**config.mk**
```make
export PLATFORM = sky130hd
export DESIGN_NAME = mc_req_queue_flat
export DESIGN_NICKNAME = d
export VERILOG_FILES = /design/src/rtl/mc_req_queue_if.sv /design/src/rtl/mc_req_queue.sv /design/src/flat_wrapper.sv
export SDC_FILE = /design/constraint.sdc
export NUM_CORES = 1
export LEC_CHECK = 0
export BUFFER_PORTS_ARGS = -buffer_cell sky130_fd_sc_hd__buf_2
export CORE_AREA = 5 5 365 188
export DETAILED_ROUTE_END_ITERATION = 8
export DIE_AREA = 0 0 370 193
export PLACE_DENSITY = 0.77
export SYNTH_ARGS = -nofsm -noshare
export SYNTH_HDL_FRONTEND = slang
export SYNTH_SLANG_ARGS = --single-unit
```
**constraint.sdc**
```tcl
create_clock -name clk -period 4.1 [get_ports clk]
set_input_delay 0.205 -clock clk [delete_from_list [all_inputs] [get_ports clk]]
set_output_delay 0.205 -clock clk [all_outputs]
set_load 0.02 [all_outputs]
```
**src/rtl/mc_req_queue_if.sv**
```systemverilog
// Request/retire bus of the memory-controller request queue.
// Valid/ready: a transfer happens on a rising edge where valid and ready are both high;
// the source holds valid and payload stable until that edge, ready may change freely.
interface mc_req_queue_if #(
  parameter int DEPTH  = 16,
  parameter int ADDR_W = 33,
  parameter int OP_W   = 2
);
  localparam int CNT_W = $clog2(DEPTH + 1);

  logic              in_valid;
  logic [OP_W-1:0]   in_op;
  logic [ADDR_W-1:0] in_addr;
  logic              in_ready;
  logic              out_valid;
  logic [OP_W-1:0]   out_op;
  logic [ADDR_W-1:0] out_addr;
  logic              out_ready;
  logic              drain;
  logic [CNT_W-1:0]  count;
  logic [CNT_W-1:0]  max_count;
  logic              full;
  logic              empty;

  modport master (
    output in_valid, in_op, in_addr, out_ready, drain,
    input  in_ready, out_valid, out_op, out_addr, count, max_count, full, empty
  );

  modport slave (
    input  in_valid, in_op, in_addr, out_ready, drain,
    output in_ready, out_valid, out_op, out_addr, count, max_count, full, empty
  );
endinterface

```
**src/rtl/mc_req_queue.sv**
```systemverilog
// In-order request queue: each entry ages for SERVICE_LAT cycles before it may retire;
// drain makes the head eligible immediately. Tracks occupancy and its high-water mark.
module mc_req_queue #(
  parameter int DEPTH       = 16,
  parameter int ADDR_W      = 33,
  parameter int OP_W        = 2,
  parameter int SERVICE_LAT = 100
) (
  input logic            clk,
  input logic            rst_n,
  mc_req_queue_if.slave  q
);
  localparam int AGE_W = $clog2(SERVICE_LAT + 1);
  localparam int CNT_W = $clog2(DEPTH + 1);
  localparam int PTR_W = $clog2(DEPTH);
  localparam logic [AGE_W-1:0] AGE_MAX  = AGE_W'(SERVICE_LAT);
  localparam logic [PTR_W-1:0] PTR_LAST = PTR_W'(DEPTH - 1);
  localparam logic [CNT_W-1:0] CNT_FULL = CNT_W'(DEPTH);

  logic [OP_W-1:0]   op_q   [DEPTH];
  logic [OP_W-1:0]   op_d   [DEPTH];
  logic [ADDR_W-1:0] addr_q [DEPTH];
  logic [ADDR_W-1:0] addr_d [DEPTH];
  logic [AGE_W-1:0]  age_q  [DEPTH];
  logic [AGE_W-1:0]  age_d  [DEPTH];
  logic [PTR_W-1:0]  wr_ptr_q, wr_ptr_d;
  logic [PTR_W-1:0]  rd_ptr_q, rd_ptr_d;
  logic [CNT_W-1:0]  count_q, count_d;
  logic [CNT_W-1:0]  max_count_q, max_count_d;
  logic [DEPTH-1:0]  occ;
  logic              full_w, empty_w, out_valid_w;
  logic              enq_fire, deq_fire;

  // in_ready depends only on registered occupancy, never on out_ready.
  assign full_w      = (count_q == CNT_FULL);
  assign empty_w     = (count_q == '0);
  assign out_valid_w = !empty_w && (q.drain || (age_q[rd_ptr_q] == AGE_MAX));
  assign enq_fire    = q.in_valid && !full_w;
  assign deq_fire    = out_valid_w && q.out_ready;

  assign q.in_ready  = !full_w;
  assign q.out_valid = out_valid_w;
  assign q.out_op    = op_q[rd_ptr_q];
  assign q.out_addr  = addr_q[rd_ptr_q];
  assign q.count     = count_q;
  assign q.max_count = max_count_q;
  assign q.full      = full_w;
  assign q.empty     = empty_w;

  // Slot i is occupied when its distance from the head is below the occupancy.
  always_comb begin
    occ = '0;
    for (int i = 0; i < DEPTH; i++) begin
      if (i >= int'(rd_ptr_q)) occ[i] = (i - int'(rd_ptr_q)) < int'(count_q);
      else                     occ[i] = (i + DEPTH - int'(rd_ptr_q)) < int'(count_q);
    end
  end

  always_comb begin
    op_d   = op_q;
    addr_d = addr_q;
    age_d  = age_q;
    for (int i = 0; i < DEPTH; i++) begin
      if (enq_fire && (wr_ptr_q == PTR_W'(i))) begin
        op_d[i]   = q.in_op;
        addr_d[i] = q.in_addr;
        age_d[i]  = '0;
      end else if (occ[i] && (age_q[i] != AGE_MAX)) begin
        age_d[i] = age_q[i] + AGE_W'(1);
      end
    end
  end

  always_comb begin
    wr_ptr_d = wr_ptr_q;
    rd_ptr_d = rd_ptr_q;
    count_d  = count_q;
    if (enq_fire) wr_ptr_d = (wr_ptr_q == PTR_LAST) ? '0 : wr_ptr_q + PTR_W'(1);
    if (deq_fire) rd_ptr_d = (rd_ptr_q == PTR_LAST) ? '0 : rd_ptr_q + PTR_W'(1);
    case ({enq_fire, deq_fire})
      2'b10:   count_d = count_q + CNT_W'(1);
      2'b01:   count_d = count_q - CNT_W'(1);
      default: count_d = count_q;
    endcase
    max_count_d = (count_d > max_count_q) ? count_d : max_count_q;
  end

  always_ff @(posedge clk or negedge rst_n) begin
    if (!rst_n) begin
      wr_ptr_q    <= '0;
      rd_ptr_q    <= '0;
      count_q     <= '0;
      max_count_q <= '0;
      for (int i = 0; i < DEPTH; i++) begin
        op_q[i]   <= '0;
        addr_q[i] <= '0;
        age_q[i]  <= '0;
      end
    end else begin
      wr_ptr_q    <= wr_ptr_d;
      rd_ptr_q    <= rd_ptr_d;
      count_q     <= count_d;
      max_count_q <= max_count_d;
      op_q        <= op_d;
      addr_q      <= addr_d;
      age_q       <= age_d;
    end
  end

  a_no_enq_full:  assert property (@(posedge clk) disable iff (!rst_n) !(enq_fire && full_w));
  a_no_deq_empty: assert property (@(posedge clk) disable iff (!rst_n) !(deq_fire && empty_w));
  a_count_range:  assert property (@(posedge clk) disable iff (!rst_n) count_q <= CNT_FULL);
  a_lat_min:      assert property (@(posedge clk) SERVICE_LAT >= 1);
endmodule

```
**src/flat_wrapper.sv**
```systemverilog
// flat-port wrapper written by rule: the top's interface ports become plain ports
module mc_req_queue_flat 
#(
  parameter int DEPTH       = 16,
  parameter int ADDR_W      = 33,
  parameter int OP_W        = 2,
  parameter int SERVICE_LAT = 100
)
  (clk, rst_n, q_in_valid, q_in_op, q_in_addr, q_out_ready, q_drain, q_in_ready, q_out_valid, q_out_op, q_out_addr, q_count, q_max_count, q_full, q_empty);
  mc_req_queue_if #(.DEPTH(DEPTH), .ADDR_W(ADDR_W), .OP_W(OP_W)) q_i ();
  input logic clk;
  input logic rst_n;
  input wire logic [$bits(q_i.in_valid)-1:0] q_in_valid;
  input wire logic [$bits(q_i.in_op)-1:0] q_in_op;
  input wire logic [$bits(q_i.in_addr)-1:0] q_in_addr;
  input wire logic [$bits(q_i.out_ready)-1:0] q_out_ready;
  input wire logic [$bits(q_i.drain)-1:0] q_drain;
  output wire logic [$bits(q_i.in_ready)-1:0] q_in_ready;
  output wire logic [$bits(q_i.out_valid)-1:0] q_out_valid;
  output wire logic [$bits(q_i.out_op)-1:0] q_out_op;
  output wire logic [$bits(q_i.out_addr)-1:0] q_out_addr;
  output wire logic [$bits(q_i.count)-1:0] q_count;
  output wire logic [$bits(q_i.max_count)-1:0] q_max_count;
  output wire logic [$bits(q_i.full)-1:0] q_full;
  output wire logic [$bits(q_i.empty)-1:0] q_empty;
  assign q_i.in_valid = q_in_valid;
  assign q_i.in_op = q_in_op;
  assign q_i.in_addr = q_in_addr;
  assign q_i.out_ready = q_out_ready;
  assign q_i.drain = q_drain;
  assign q_in_ready = q_i.in_ready;
  assign q_out_valid = q_i.out_valid;
  assign q_out_op = q_i.out_op;
  assign q_out_addr = q_i.out_addr;
  assign q_count = q_i.count;
  assign q_max_count = q_i.max_count;
  assign q_full = q_i.full;
  assign q_empty = q_i.empty;
  mc_req_queue #(.DEPTH(DEPTH), .ADDR_W(ADDR_W), .OP_W(OP_W), .SERVICE_LAT(SERVICE_LAT)) u_core (.clk(clk), .rst_n(rst_n), .q(q_i));
endmodule
```
==> metrics.log, run 1 <==
[metrics] layout cell share with drive strength beyond 1: 0.257
[metrics] cell count after synthesis: 3,125
[metrics] portion of synthesized cell area occupied by the leading cell type: 0.498
[metrics] total I/O pin count: 89
[metrics] crit path DAT: 4.65 ns
[metrics] number of max-slew violations in the final report: 0
[metrics] r2r endpoint: u_core.q.max_count[1]
[metrics] worst-case hold path end point: u_core.rd_ptr_q[3]
[metrics] vias post-DR: 25,061
[metrics] worst vdd rail ir drop: 0.522 mV
[metrics] Crit-path slowest cell: sky130_fd_sc_hd__dfrtp_4
[metrics] Data required, critical path: 4.60 ns
[metrics] global-route wire length before repair: 146,000 um
[metrics] cell count of the worst hold path: 5
[metrics] final setup fails: 5
[metrics] final non-filler cell total: 4,189
[metrics] final wirelength: 93,000 um
[metrics] vias in the first global route: 24,844
[metrics] Bufs and invs on worst path: 2
[metrics] EDFF count, synth: 0
[metrics] area enclosed by the die boundary: 0.0714 mm^2
[metrics] total routing usage reported by global routing: 0.263
[metrics] clock tree from TritonCTS: done
[metrics] fraction of synthesis flops using an asynchronous set or reset pin: 1.00
[metrics] startpoint of the worst register-to-register path: u_core.rd_ptr_q[1]
[metrics] pin count of the biggest net entering global routing: 147
[metrics] cell type with the highest aggregate area in the netlist: sky130_fd_sc_hd__dfrtp_1
[metrics] Period minus WS final: 4.15 ns
[metrics] source of the worst hold timing path: q_out_ready
[metrics] startpoint kind of the worst setup timing path: flop
[metrics] Antenna Violating Nets Remaining: 0
[metrics] detailed-placement wirelength estimate: 58,600 um
[metrics] dpl cells: 4,037
[metrics] number of nets produced by synthesis: 3,287
[metrics] deepest level of the CTS H-tree: 2
[metrics] number of buffers inserted by port buffering: 88
[metrics] headroom to the max-slew limit: 0.160
[metrics] clock latency at the later pin of the worst-skew pair: 0.63 ns
[metrics] cts bufs inserted: 59
[metrics] pwr dens: 846 mW/mm^2
[metrics] height of the die: 193 um
[metrics] cell family with most CP delay: compound AO/OA/AOI/OAI gates
[metrics] number of buffers on the longest clock path: 3
[metrics] slack of the critical path: -0.0496 ns
[metrics] clock transition time at the flip-flop clock pins of the worst setup and hold paths: 0.07 ns
[metrics] startpoint of the worst setup timing path: u_core.rd_ptr_q[1]
[metrics] post-synthesis sequential area ratio: 0.498
[metrics] drt wl/cell: 22.2 um
[metrics] grt total ovfl: 0
[metrics] Crit Path Class: flop to flop
[metrics] routability congestion estimate: 0.937
[metrics] total non-filler cell area in the finished layout: 0.0391 mm^2
[metrics] area overhead of the layout relative to synthesis: 12.6%
[metrics] unrepaired setup endpoints after global routing: yes
[metrics] synth unique cells: 82
[metrics] Critical Path Max Stage Delay: 0.58 ns
[metrics] number of antenna violations at the first check in global routing: 3
[metrics] final-layout worst hold slack: 0.108 ns
[metrics] Achievable Freq: 241 MHz
[metrics] violated checks: negative setup slack
[metrics] type of element capturing the critical path: flop
[metrics] number of vias per cell: 5.98
[metrics] cells on worst reg2reg path: 18
[metrics] run status: complete, but fails checks
[metrics] Synth Area per Inst: 11.1 um^2
[metrics] P_leak: 18.6 nW
[metrics] Ys Warns: 0
[metrics] share of the clock period used by the worst path after layout: 1.01
[metrics] initial DRC count: 2,784
[metrics] master cell of the clock root buffer: sky130_fd_sc_hd__clkbuf_16
[metrics] clock sink count: 690
[metrics] Nets: 3,409
[metrics] initial core utilization: 0.529
[metrics] minimum setup slack after placement: -0.188 ns
[metrics] final-report hold violation count: 0
[metrics] FF+latch count, synth: 690
[metrics] maximum capacitance violations: 0
[metrics] Area after DPL: 0.0366 mm^2
[metrics] flop2flop setup slack: -0.05 ns
[metrics] horizontal extent of the die: 370 um
[metrics] biggest area contributors in the synthesized netlist: sky130_fd_sc_hd__dfrtp_1, sky130_fd_sc_hd__mux4_2, sky130_fd_sc_hd__nand2_1, sky130_fd_sc_hd__mux2_2, sky130_fd_sc_hd__ha_1
[metrics] cell area after synthesis: 0.0347 mm^2
[metrics] Core Region: 0.0656 mm^2
[metrics] slew at the pin closest to its max-slew limit: 1.24 ns
[metrics] DRC errors left: 0
[metrics] Top FF cell, synth: sky130_fd_sc_hd__dfrtp_1
[metrics] cell-by-cell trace of the critical path: buf_12, nor4b_1, nand3_1, nand4_1, and3_4, o31a_1, ha_4, ha_1, a21o_1, a21oi_2, xor2_1, nor2_1, xnor2_1, ha_1, buf_4, a21oi_2, a31oi_4, mux2_4
[metrics] path type of the worst min-delay path: input pin to flop
[metrics] biggest fanout along the worst timing path: 8
[metrics] number of iterations in the first detailed-routing pass: 6
[metrics] Max Clock Skew: 0.0123 ns
[metrics] number of placement rows: 67
==> per-stage QoR <==
step | TNS (ns) | power [W] | utilization
2_1_floorplan | 0 | 0.0221 | -
3_3_place_gp | -0.593 | 0.0262 | 0.558
3_5_place_dp | -0.919 | 0.0268 | 0.558
4_1_cts | -0.155 | 0.0326 | 0.594
5_1_grt | -1.01 | 0.0351 | 0.596
6_report | -0.236 | 0.0330 | 0.596
==> kinds of logic after synthesis <==
group / count (synthesis) / synth area share
and+or+nand+nor: 1252 / 0.152
muxes: 477 / 0.211
adders and majority gates: 122 / 0.0442
buffers and inverters: 306 / 0.0357
AOI/OAI and AO/OA: 193 / 0.0372
DFF: 690 / 0.498
xor gates and xnor gates: 85 / 0.0215
==> flip-flops by register name, indices dropped and copies added (netlist names) <==
register and flops:
u_core.addr_q 528, u_core.age_q 112, u_core.op_q 32, u_core.q.count 5
u_core.q.max_count 5, u_core.rd_ptr_q 4, u_core.wr_ptr_q 4
==> per-layer routing <==
metal,wire length [um],global-route usage
met5,33,0
met4,1940,0.0596
met3,10400,0.0725
met2,39000,0.377
met1,41600,0.400
==> layout make-up <==
class	count	area, um^2
antenna	2	5.00
clock buffer	83	1710
clock inverter	21	175
fill	5158	26500
inverter	105	397
multi-input combinational	2129	16400
sequential	690	17300
tap	897	1120
timing repair buffer	262	2000
==> synth_stat cells (all sizes together), types with 18 or more instances <==
cell type    n
nand2      913
dfrtp      690
mux2       288
mux4       175
clkbuf     136
ha         121
nor2       115
inv        104
buf         65
a21oi       56
nand4       50
xnor2       50
nand3       42
o21ai       39
xor2        35
nor3        23
and2        18
==> where the power goes <==
part / switching (W) / internal [W]
sequential: 0.00201 / 0.00995
clock: 0.00260 / 0.00302
combinational: 0.00809 / 0.00736
total: 0.0127 / 0.0203
==> worst max-delay path by stage <==
stage / endpoint / slack, ns / cells past startpoint
final: u_core.q.max_count[1] / -0.05 / 18
after global routing: u_core.q.max_count[1] / -0.21 / 17
after CTS: u_core.q.max_count[1] / -0.04 / 17
after detailed placement: u_core.q.max_count[1] / -0.19 / 17
after global placement: u_core.q.max_count[3] / -0.12 / 17
after floorplan: u_core.q.max_count[0] / 0.01 / 17
==> worst reg2reg max path: cells and delay by family, from the launching register on <==
kind | cells | cell delay (ns)
flip-flops | 1 | 0.58
multiplexers | 1 | 0.33
buffers and inverters | 2 | 0.27
adder cells (fa/ha/maj) | 3 | 0.81
XOR/XNOR | 2 | 0.30
AND/OR/NAND/NOR | 5 | 0.70
AO/OA/AOI/OAI | 5 | 1.03
==> placed cells by master, fill, tap and decap left out, types with 6 or more instances in the layout <==
cell type	instances
sky130_fd_sc_hd__a211oi_1	9
sky130_fd_sc_hd__a21boi_0	6
sky130_fd_sc_hd__a21o_1	10
sky130_fd_sc_hd__a21oi_1	53
sky130_fd_sc_hd__and2_1	7
sky130_fd_sc_hd__and2_2	11
sky130_fd_sc_hd__and3_1	12
sky130_fd_sc_hd__buf_12	11
sky130_fd_sc_hd__buf_2	87
sky130_fd_sc_hd__buf_4	122
sky130_fd_sc_hd__clkbuf_1	11
sky130_fd_sc_hd__clkbuf_16	60
sky130_fd_sc_hd__clkbuf_8	12
sky130_fd_sc_hd__clkinv_2	15
sky130_fd_sc_hd__dfrtp_1	686
sky130_fd_sc_hd__dlygate4sd3_1	36
sky130_fd_sc_hd__ha_1	119
sky130_fd_sc_hd__inv_1	103
sky130_fd_sc_hd__mux2_2	282
sky130_fd_sc_hd__mux2_4	6
sky130_fd_sc_hd__mux2i_1	14
sky130_fd_sc_hd__mux4_2	175
sky130_fd_sc_hd__nand2_1	907
sky130_fd_sc_hd__nand2_2	6
sky130_fd_sc_hd__nand2b_1	7
sky130_fd_sc_hd__nand3_1	41
sky130_fd_sc_hd__nand4_1	50
sky130_fd_sc_hd__nor2_1	115
sky130_fd_sc_hd__nor2b_1	6
sky130_fd_sc_hd__nor3_1	23
sky130_fd_sc_hd__nor4_1	8
sky130_fd_sc_hd__o211ai_1	10
sky130_fd_sc_hd__o21a_1	9
sky130_fd_sc_hd__o21ai_0	32
sky130_fd_sc_hd__o21ai_1	6
sky130_fd_sc_hd__or3_1	8
sky130_fd_sc_hd__or4_1	8
sky130_fd_sc_hd__xnor2_1	50
sky130_fd_sc_hd__xor2_1	35
==> timing repair <==
item                       CTS  global route
hold buffers                36             0
hold endpoints to repair   353             0
setup buffers                6             5
setup endpoints to repair   17            10
gates cloned                 0             0
pin swaps                   15            10
gates resized for setup     14            20
(Power assumes the default switching activity.)
==> inputs of run 2 (changes only) <==
- CORE_AREA: 5 5 365 188 -> 2 2 520 264
- DIE_AREA: 0 0 370 193 -> 0 0 522 266
- PLACE_DENSITY: 0.77 -> 0.45
==> run 2 against run 1 <==
Against the previous run: the run still ends with negative setup slack left; die area up 94%; clock skew grew 0.013 ns; final cell count grew 23%; sequential power hardly changed; global-route usage down 10 points; critical path depth unchanged; hold slack gained 0.033 ns; utilization fell by 29 points; largest power group unchanged.
==> metrics.log, run 2 (synthesis gave the netlist of run 1 again) <==
[metrics] Achievable Freq: 237 MHz (was 241 MHz)
[metrics] flop2flop setup slack: -0.12 ns (was -0.05 ns)
[metrics] layout cell share with drive strength beyond 1: 0.269 (was 0.257)
[metrics] register cell area after layout: 0.0173 mm^2 (unchanged)
[metrics] final-layout worst hold slack: 0.141 ns (was 0.108 ns)
[metrics] area overhead of the layout relative to synthesis: 18.1% (was 12.6%)
[metrics] final setup fails: 5 (unchanged)
[metrics] total I/O pin count: 89 (unchanged)
[metrics] cells on worst reg2reg path: 18 (unchanged)
[metrics] path type of the worst min-delay path: input pin to asynchronous set/reset pin (was input pin to flop)
[metrics] Nets: 3,458 (was 3,409)
[metrics] register ranked first by flip-flop count: u_core.addr_q (unchanged)
[metrics] deepest level of the CTS H-tree: 3 (was 2)
[metrics] worst vdd rail ir drop: 0.426 mV (was 0.522 mV)
[metrics] Critical Path Max Stage Delay: 0.51 ns (was 0.58 ns)
[metrics] maximum capacitance violations: 0 (unchanged)
[metrics] final non-filler cell total: 5,165 (was 4,189)
[metrics] cts bufs inserted: 69 (was 59)
[metrics] final-report hold violation count: 0 (unchanged)
[metrics] Period minus WS final: 4.22 ns (was 4.15 ns)
[metrics] number of buffers on the longest clock path: 3 (unchanged)
[metrics] startpoint of the worst register-to-register path: u_core.rd_ptr_q[1] (unchanged)
[metrics] pin count of the biggest net entering global routing: 126 (was 147)
[metrics] violated checks: negative setup slack (unchanged)
[metrics] Crit-path slowest cell: sky130_fd_sc_hd__dfrtp_4 (unchanged)
[metrics] pwr dens: 844 mW/mm^2 (was 846 mW/mm^2)
[metrics] DRC errors left: 0 (unchanged)
[metrics] clock sink count: 690 (unchanged)
[metrics] number of iterations in the first detailed-routing pass: 5 (was 6)
[metrics] commonest cells after routing, fill and taps aside: sky130_fd_sc_hd__nand2_1, sky130_fd_sc_hd__dfrtp_1, sky130_fd_sc_hd__mux2_2 (unchanged)
[metrics] footprint of the multi-input gates: 0.0164 mm^2 (about the same)
[metrics] total routing usage reported by global routing: 0.158 (was 0.263)
[metrics] startpoint kind of the worst setup timing path: flop (unchanged)
[metrics] clock latency at the later pin of the worst-skew pair: 0.66 ns (was 0.63 ns)
[metrics] Core Region: 0.135 mm^2 (was 0.0656 mm^2)
[metrics] grt total ovfl: 0 (unchanged)
[metrics] vias post-DR: 24,317 (was 25,061)
[metrics] largest registers: u_core.addr_q x528, u_core.age_q x112, u_core.op_q x32 (unchanged)
[metrics] vias in the first global route: 24,105 (was 24,844)
[metrics] crit path DAT: 4.76 ns (was 4.65 ns)
[metrics] horizontal extent of the die: 522 um (was 370 um)
[metrics] max reg flops: 528 (unchanged)
[metrics] dpl cells: 4,993 (was 4,037)
[metrics] Data required, critical path: 4.63 ns (was 4.60 ns)
[metrics] routability congestion estimate: 0.830 (was 0.937)
[metrics] Crit Path Class: flop to flop (unchanged)
[metrics] P_leak: 19.0 nW (was 18.6 nW)
[metrics] unrepaired setup endpoints after global routing: yes (unchanged)
[metrics] share of the clock period used by the worst path after layout: 1.03 (was 1.01)
[metrics] master cell of the clock root buffer: sky130_fd_sc_hd__clkbuf_16 (unchanged)
[metrics] total non-filler cell area in the finished layout: 0.0410 mm^2 (was 0.0391 mm^2)
[metrics] run status: complete, but fails checks (unchanged)
[metrics] number of antenna violations at the first check in global routing: 7 (was 3)
[metrics] total design power: 0.0346 W (was 0.0330 W)
[metrics] number of vias per cell: 4.71 (was 5.98)
[metrics] drt wl/cell: 21.0 um (was 22.2 um)
[metrics] initial core utilization: 0.257 (was 0.529)
[metrics] number of max-slew violations in the final report: 0 (unchanged)
[metrics] biggest fanout along the worst timing path: 5 (was 8)
[metrics] detailed-placement wirelength estimate: 69,000 um (was 58,600 um)
[metrics] slack of the critical path: -0.125 ns (was -0.0496 ns)
[metrics] most used cell, CP: sky130_fd_sc_hd__nand4_1
[metrics] headroom to the max-slew limit: 0.243 (was 0.160)
[metrics] Max Clock Skew: 0.0255 ns (was 0.0123 ns)
[metrics] area enclosed by the die boundary: 0.139 mm^2 (was 0.0714 mm^2)
[metrics] Filler Cell Count: 13,747 (was 5,158)
[metrics] r2r endpoint: u_core.q.max_count[3] (was u_core.q.max_count[1])
[metrics] global-route wire length before repair: 165,000 um (was 146,000 um)
[metrics] number of placement rows: 96 (was 67)
[metrics] height of the die: 266 um (was 193 um)
[metrics] slew at the pin closest to its max-slew limit: 1.12 ns (was 1.24 ns)
[metrics] final wirelength: 108,000 um (was 93,000 um)
[metrics] initial DRC count: 2,260 (was 2,784)
[metrics] Area after DPL: 0.0381 mm^2 (was 0.0366 mm^2)
[metrics] Antenna Violating Nets Remaining: 0 (unchanged)
[metrics] clock transition time at the flip-flop clock pins of the worst setup and hold paths: 0.07 ns (about the same)
[metrics] clock tree from TritonCTS: done (unchanged)
[metrics] most common library cell in the layout ignoring fill and taps: sky130_fd_sc_hd__nand2_1 (unchanged)
[metrics] cell-by-cell trace of the critical path: buf_8, nor4bb_1, nand4_1, nand4_1, buf_6, and3_1, o31a_1, ha_4, fa_2, a21o_1, a21oi_2, xor2_1, nor2_1, xnor2_1, ha_1, and3_4, a31oi_4, mux2_4 (was buf_12, nor4b_1, nand3_1, nand4_1, and3_4, o31a_1, ha_4, ha_1, a21o_1, a21oi_2, xor2_1, nor2_1, xnor2_1, ha_1, buf_4, a21oi_2, a31oi_4, mux2_4)
[metrics] number of buffers inserted by port buffering: 88 (unchanged)
[metrics] type of element capturing the critical path: flop (unchanged)
## run 2: cell types whose count changed in the layout (fill, tap and decap cells not counted), moves of 4 or more
cell | before | now
sky130_fd_sc_hd__buf_4 | 122 | 157
sky130_fd_sc_hd__clkbuf_16 | 60 | 69
sky130_fd_sc_hd__clkinv_2 | 15 | 10
sky130_fd_sc_hd__and2_2 | 11 | 7
sky130_fd_sc_hd__and2_4 | 0 | 4
sky130_fd_sc_hd__bufinv_16 | 2 | 6
sky130_fd_sc_hd__clkbuf_8 | 12 | 16
## run 2: how the worst max path moves through the flow
| stage | from | end | cells past startpoint |
|---|---|---|---|
| 2_1_floorplan | u_core.rd_ptr_q[1] | u_core.q.max_count[0] | 17 |
| 3_3_place_gp | u_core.age_q[38] | u_core.q.max_count[0] | 16 |
| 3_5_place_dp | u_core.rd_ptr_q[1] | u_core.q.max_count[3] | 16 |
| 4_1_cts | u_core.rd_ptr_q[1] | u_core.q.max_count[1] | 18 |
| 5_1_grt | u_core.rd_ptr_q[1] | u_core.q.max_count[1] | 18 |
| 6_report | u_core.rd_ptr_q[1] | u_core.q.max_count[3] | 18 |
## run 2: stage by stage
stage | utilization | setup slack (ns) | setup TNS (ns)
floorplan | - | 0.0109 | 0
global placement | 0.282 | -0.136 | -0.754
detailed placement | 0.282 | -0.200 | -1.08
CTS | 0.303 | -0.0613 | -0.295
global route | 0.303 | -0.251 | -1.25
finish | 0.303 | -0.125 | -0.610
## run 2: final cells by class
cell class	instances	share of cell area
sequential	690	0.422
multi-input combinational	2129	0.399
timing repair buffer	301	0.0572
tap	1813	0.0554
clock buffer	99	0.0488
inverter	105	0.00968
clock inverter	26	0.00800
antenna	2	0.000122
## run 2: worst max-delay path: cells and delay by family, from the launching register on
family	cells	cell delay, ns
AOI/OAI and AO/OA	4	0.97
DFF	1	0.51
adders and majority gates	3	0.85
and+or+nand+nor	6	0.77
buffers and inverters	2	0.31
muxes	1	0.33
xor gates and xnor gates	2	0.36
## run 2: timing repair
item | in CTS | in global routing
gates resized for setup | 21 | 13
hold buffers | 36 | 0
pin swaps | 12 | 16
endpoints found under the hold margin | 357 | 0
setup endpoints to repair | 23 | 20
setup buffers | 8 | 1
## run 2: routing by layer
metal | GRT usage | wire (um)
met2 | 0.203 | 41200
met4 | 0.0292 | 1540
met1 | 0.264 | 59400
met5 | 0 | 0
met3 | 0.0302 | 6270
## run 2: power by group
part / switching, W / total (W) / internal [W]
logic: 0.00859 / 0.0161 / 0.00755
registers: 0.00177 / 0.0117 / 0.00995
clock network: 0.00293 / 0.00673 / 0.00380
total: 0.0133 / 0.0346 / 0.0213
==> inputs of run 3 (changes only) <==
- BUFFER_PORTS_ARGS: -buffer_cell sky130_fd_sc_hd__buf_2 -> default
- DONT_BUFFER_PORTS: default -> 1
- PLACE_DENSITY: 0.45 -> default
- PLACE_DENSITY_LB_ADDON: default -> 0.3
- SLEW_MARGIN: default -> 20
==> run 3 against run 2 <==
Against the previous run: the run still ends with negative setup slack left; via count decreased by 0.88%; first-iteration DRC count down 2.5%; sequential power barely moved; largest power group unchanged.
==> metrics.log, run 3 (synthesis gave the netlist of run 1 again) <==
[metrics] pwr dens: 839 mW/mm^2 (was 844 mW/mm^2)
[metrics] crit path DAT: 4.77 ns (was 4.76 ns)
[metrics] most common library cell in the layout ignoring fill and taps: sky130_fd_sc_hd__nand2_1 (unchanged)
[metrics] number of iterations in the first detailed-routing pass: 5 (unchanged)
[metrics] switch share: 0.381 (was 0.384)
[metrics] routability congestion estimate: 0.831 (was 0.830)
[metrics] number of buffers on the longest clock path: 3 (unchanged)
[metrics] startpoint kind of the worst setup timing path: flop (unchanged)
[metrics] max reg flops: 528 (unchanged)
[metrics] master cell of the clock root buffer: sky130_fd_sc_hd__clkbuf_16 (unchanged)
[metrics] run status: complete, but fails checks (unchanged)
[metrics] source of the worst hold timing path: q_out_ready
[metrics] maximum capacitance violations: 0 (unchanged)
[metrics] vias in the first global route: 23,796 (was 24,105)
[metrics] final setup fails: 5 (unchanged)
[metrics] pin count of the biggest net entering global routing: 174 (was 126)
[metrics] worst vdd rail ir drop: 0.600 mV (was 0.426 mV)
[metrics] unrepaired setup endpoints after global routing: yes (unchanged)
[metrics] clock latency at the later pin of the worst-skew pair: 0.65 ns (was 0.66 ns)
[metrics] cts bufs inserted: 67 (was 69)
[metrics] type of element capturing the critical path: flop (unchanged)
[metrics] P_int: 0.0211 W (was 0.0213 W)
[metrics] timing endpoint of the critical path: u_core.q.max_count[4] (was u_core.q.max_count[3])
[metrics] initial core utilization: 0.257 (unchanged)
[metrics] number of vias per cell: 4.74 (was 4.71)
[metrics] total I/O pin count: 89 (unchanged)
[metrics] final wirelength: 105,000 um (was 108,000 um)
[metrics] Total Neg Setup Slack: -0.700 ns (was -0.610 ns)
[metrics] r2r endpoint: u_core.q.max_count[4] (was u_core.q.max_count[3])
[metrics] total routing usage reported by global routing: 0.152 (was 0.158)
[metrics] DRC errors left: 0 (unchanged)
[metrics] global-route wire length before repair: 160,000 um (was 165,000 um)
[metrics] register ranked first by flip-flop count: u_core.addr_q (unchanged)
[metrics] Crit Path Class: flop to flop (unchanged)
[metrics] clock sink count: 690 (unchanged)
[metrics] final-layout worst hold slack: 0.118 ns (was 0.141 ns)
[metrics] deepest level of the CTS H-tree: 3 (unchanged)
[metrics] Period minus WS final: 4.25 ns (was 4.22 ns)
[metrics] violated checks: negative setup slack (unchanged)
[metrics] final-report hold violation count: 0 (unchanged)
[metrics] share of the clock period used by the worst path after layout: 1.04 (was 1.03)
[metrics] Data required, critical path: 4.62 ns (was 4.63 ns)
[metrics] cells on worst reg2reg path: 18 (unchanged)
[metrics] clock transition time at the flip-flop clock pins of the worst setup and hold paths: 0.07 ns (about the same)
[metrics] number of buffers inserted by port buffering: 0 (was 88)
[metrics] part of the total power dissipated in the clock network: 0.197 (was 0.195)
[metrics] area enclosed by the die boundary: 0.139 mm^2 (unchanged)
[metrics] flop2flop setup slack: -0.15 ns (was -0.12 ns)
[metrics] Psw: 0.0130 W (was 0.0133 W)
[metrics] vias post-DR: 24,104 (was 24,317)
[metrics] Nets: 3,377 (was 3,458)
[metrics] slack of the critical path: -0.146 ns (was -0.125 ns)
[metrics] Achievable Freq: 236 MHz (was 237 MHz)
[metrics] height of the die: 266 um (unchanged)
[metrics] layout cell share with drive strength beyond 1: 0.251 (was 0.269)
[metrics] startpoint of the worst register-to-register path: u_core.rd_ptr_q[1] (unchanged)
[metrics] clock tree from TritonCTS: done (unchanged)
[metrics] number of max-slew violations in the final report: 0 (unchanged)
[metrics] horizontal extent of the die: 522 um (unchanged)
[metrics] path type of the worst min-delay path: input pin to flop (was input pin to asynchronous set/reset pin)
[metrics] largest registers: u_core.addr_q x528, u_core.age_q x112, u_core.op_q x32 (unchanged)
[metrics] P_leak: 18.7 nW (was 19.0 nW)
[metrics] Antenna Violating Nets Remaining: 0 (unchanged)
[metrics] biggest fanout along the worst timing path: 10 (was 5)
[metrics] Comb power frac: 0.458 (was 0.467)
[metrics] grt total ovfl: 0 (unchanged)
[metrics] detailed-placement wirelength estimate: 65,000 um (was 69,000 um)
[metrics] post-route core utilization: 0.300 (was 0.303)
[metrics] total design power: 0.0340 W (was 0.0346 W)
[metrics] number of placement rows: 96 (unchanged)
[metrics] initial DRC count: 2,204 (was 2,260)
[metrics] slew at the pin closest to its max-slew limit: 1.01 ns (was 1.12 ns)
[metrics] Max Clock Skew: 0.0344 ns (was 0.0255 ns)
[metrics] Core Region: 0.135 mm^2 (unchanged)
[metrics] startpoint of the worst setup timing path: u_core.rd_ptr_q[1] (unchanged)
[metrics] number of antenna violations at the first check in global routing: 18 (was 7)
[metrics] headroom to the max-slew limit: 0.325 (was 0.243)
[metrics] commonest cells after routing, fill and taps aside: sky130_fd_sc_hd__nand2_1, sky130_fd_sc_hd__dfrtp_1, sky130_fd_sc_hd__mux2_2 (unchanged)
[metrics] Seq pwr share: 0.345 (was 0.339)
[metrics] drt wl/cell: 20.7 um (was 21.0 um)
[metrics] area overhead of the layout relative to synthesis: 17.0% (was 18.1%)
-- run 3: critical path, stage by stage (launching register included) --
cell                      delay [ns]
sky130_fd_sc_hd__dfrtp_4        0.57
sky130_fd_sc_hd__buf_12         0.18
sky130_fd_sc_hd__nor4b_1        0.14
sky130_fd_sc_hd__nand3_1        0.11
sky130_fd_sc_hd__nand4_1        0.16
sky130_fd_sc_hd__and3_4         0.23
sky130_fd_sc_hd__o31a_1         0.32
sky130_fd_sc_hd__ha_4           0.20
sky130_fd_sc_hd__fa_2           0.34
sky130_fd_sc_hd__a21o_1         0.18
sky130_fd_sc_hd__a21oi_2        0.15
sky130_fd_sc_hd__xor2_1         0.16
sky130_fd_sc_hd__nor2_1         0.07
sky130_fd_sc_hd__xnor2_1        0.15
sky130_fd_sc_hd__ha_1           0.36
sky130_fd_sc_hd__buf_4          0.11
sky130_fd_sc_hd__a21oi_2        0.05
sky130_fd_sc_hd__a31oi_4        0.29
sky130_fd_sc_hd__mux2_4         0.34
-- run 3: area by class of cell --
cell class	count	area, um^2
Clock inverter	29	428
Clock buffer	88	1850
Tap cell	1813	2270
Timing Repair Buffer	222	1970
Fill cell	13787	94500
Inverter	105	397
Antenna cell	4	10.0
Multi-Input combinational cell	2129	16400
Sequential cell	690	17300
-- run 3: worst min-delay path by stage --
stage	endpoint	slack (ns)	cells past startpoint
5_1_grt	u_core.wr_ptr_q[0]	0.14	3
4_1_cts	u_core.rd_ptr_q[3]	0.08	5
2_1_floorplan	u_core.addr_q[0]	-0.09	0
3_5_place_dp	u_core.age_q[19]	-0.08	0
6_report	u_core.rd_ptr_q[3]	0.12	5
3_3_place_gp	u_core.age_q[19]	-0.02	0
-- run 3: through the flow --
stage | std cells | cell area, um^2 | setup slack (ns)
2_1_floorplan | 3125 | 34700 | 0.0109
3_3_place_gp | 4912 | 37600 | -0.216
3_5_place_dp | 4916 | 37700 | -0.189
4_1_cts | 5073 | 40500 | -0.101
5_1_grt | 5079 | 40600 | -0.328
6_report | 5080 | 40600 | -0.146
-- run 3: layer usage --
metal	part of all wire	up-vias	GRT usage
li1	-	10909	-
met1	0.52	12413	0.245
met2	0.39	635	0.198
met3	0.074	129	0.0404
met4	0.015	18	0.0303
met5	0.0011	-	0
-- run 3: what timing repair did --
item	4_1_cts	5_1_grt
hold buffers	37	0
pin swaps	15	12
resized for setup	19	10
endpoints found under the setup margin	5	6
endpoints found under the hold margin	826	0
setup buffers	3	3
-- run 3: power groups by stage --
| stage | Combinational, W | Sequential (W) | Clock (W) |
|---|---|---|---|
| floorplan | 0.0106 | 0.0114 | 0 |
| global placement | 0.0149 | 0.0118 | 0 |
| detailed placement | 0.0152 | 0.0118 | 0 |
| CTS | 0.0156 | 0.0117 | 0.00688 |
| global route | 0.0171 | 0.0121 | 0.00716 |
| finish | 0.0156 | 0.0117 | 0.00669 |
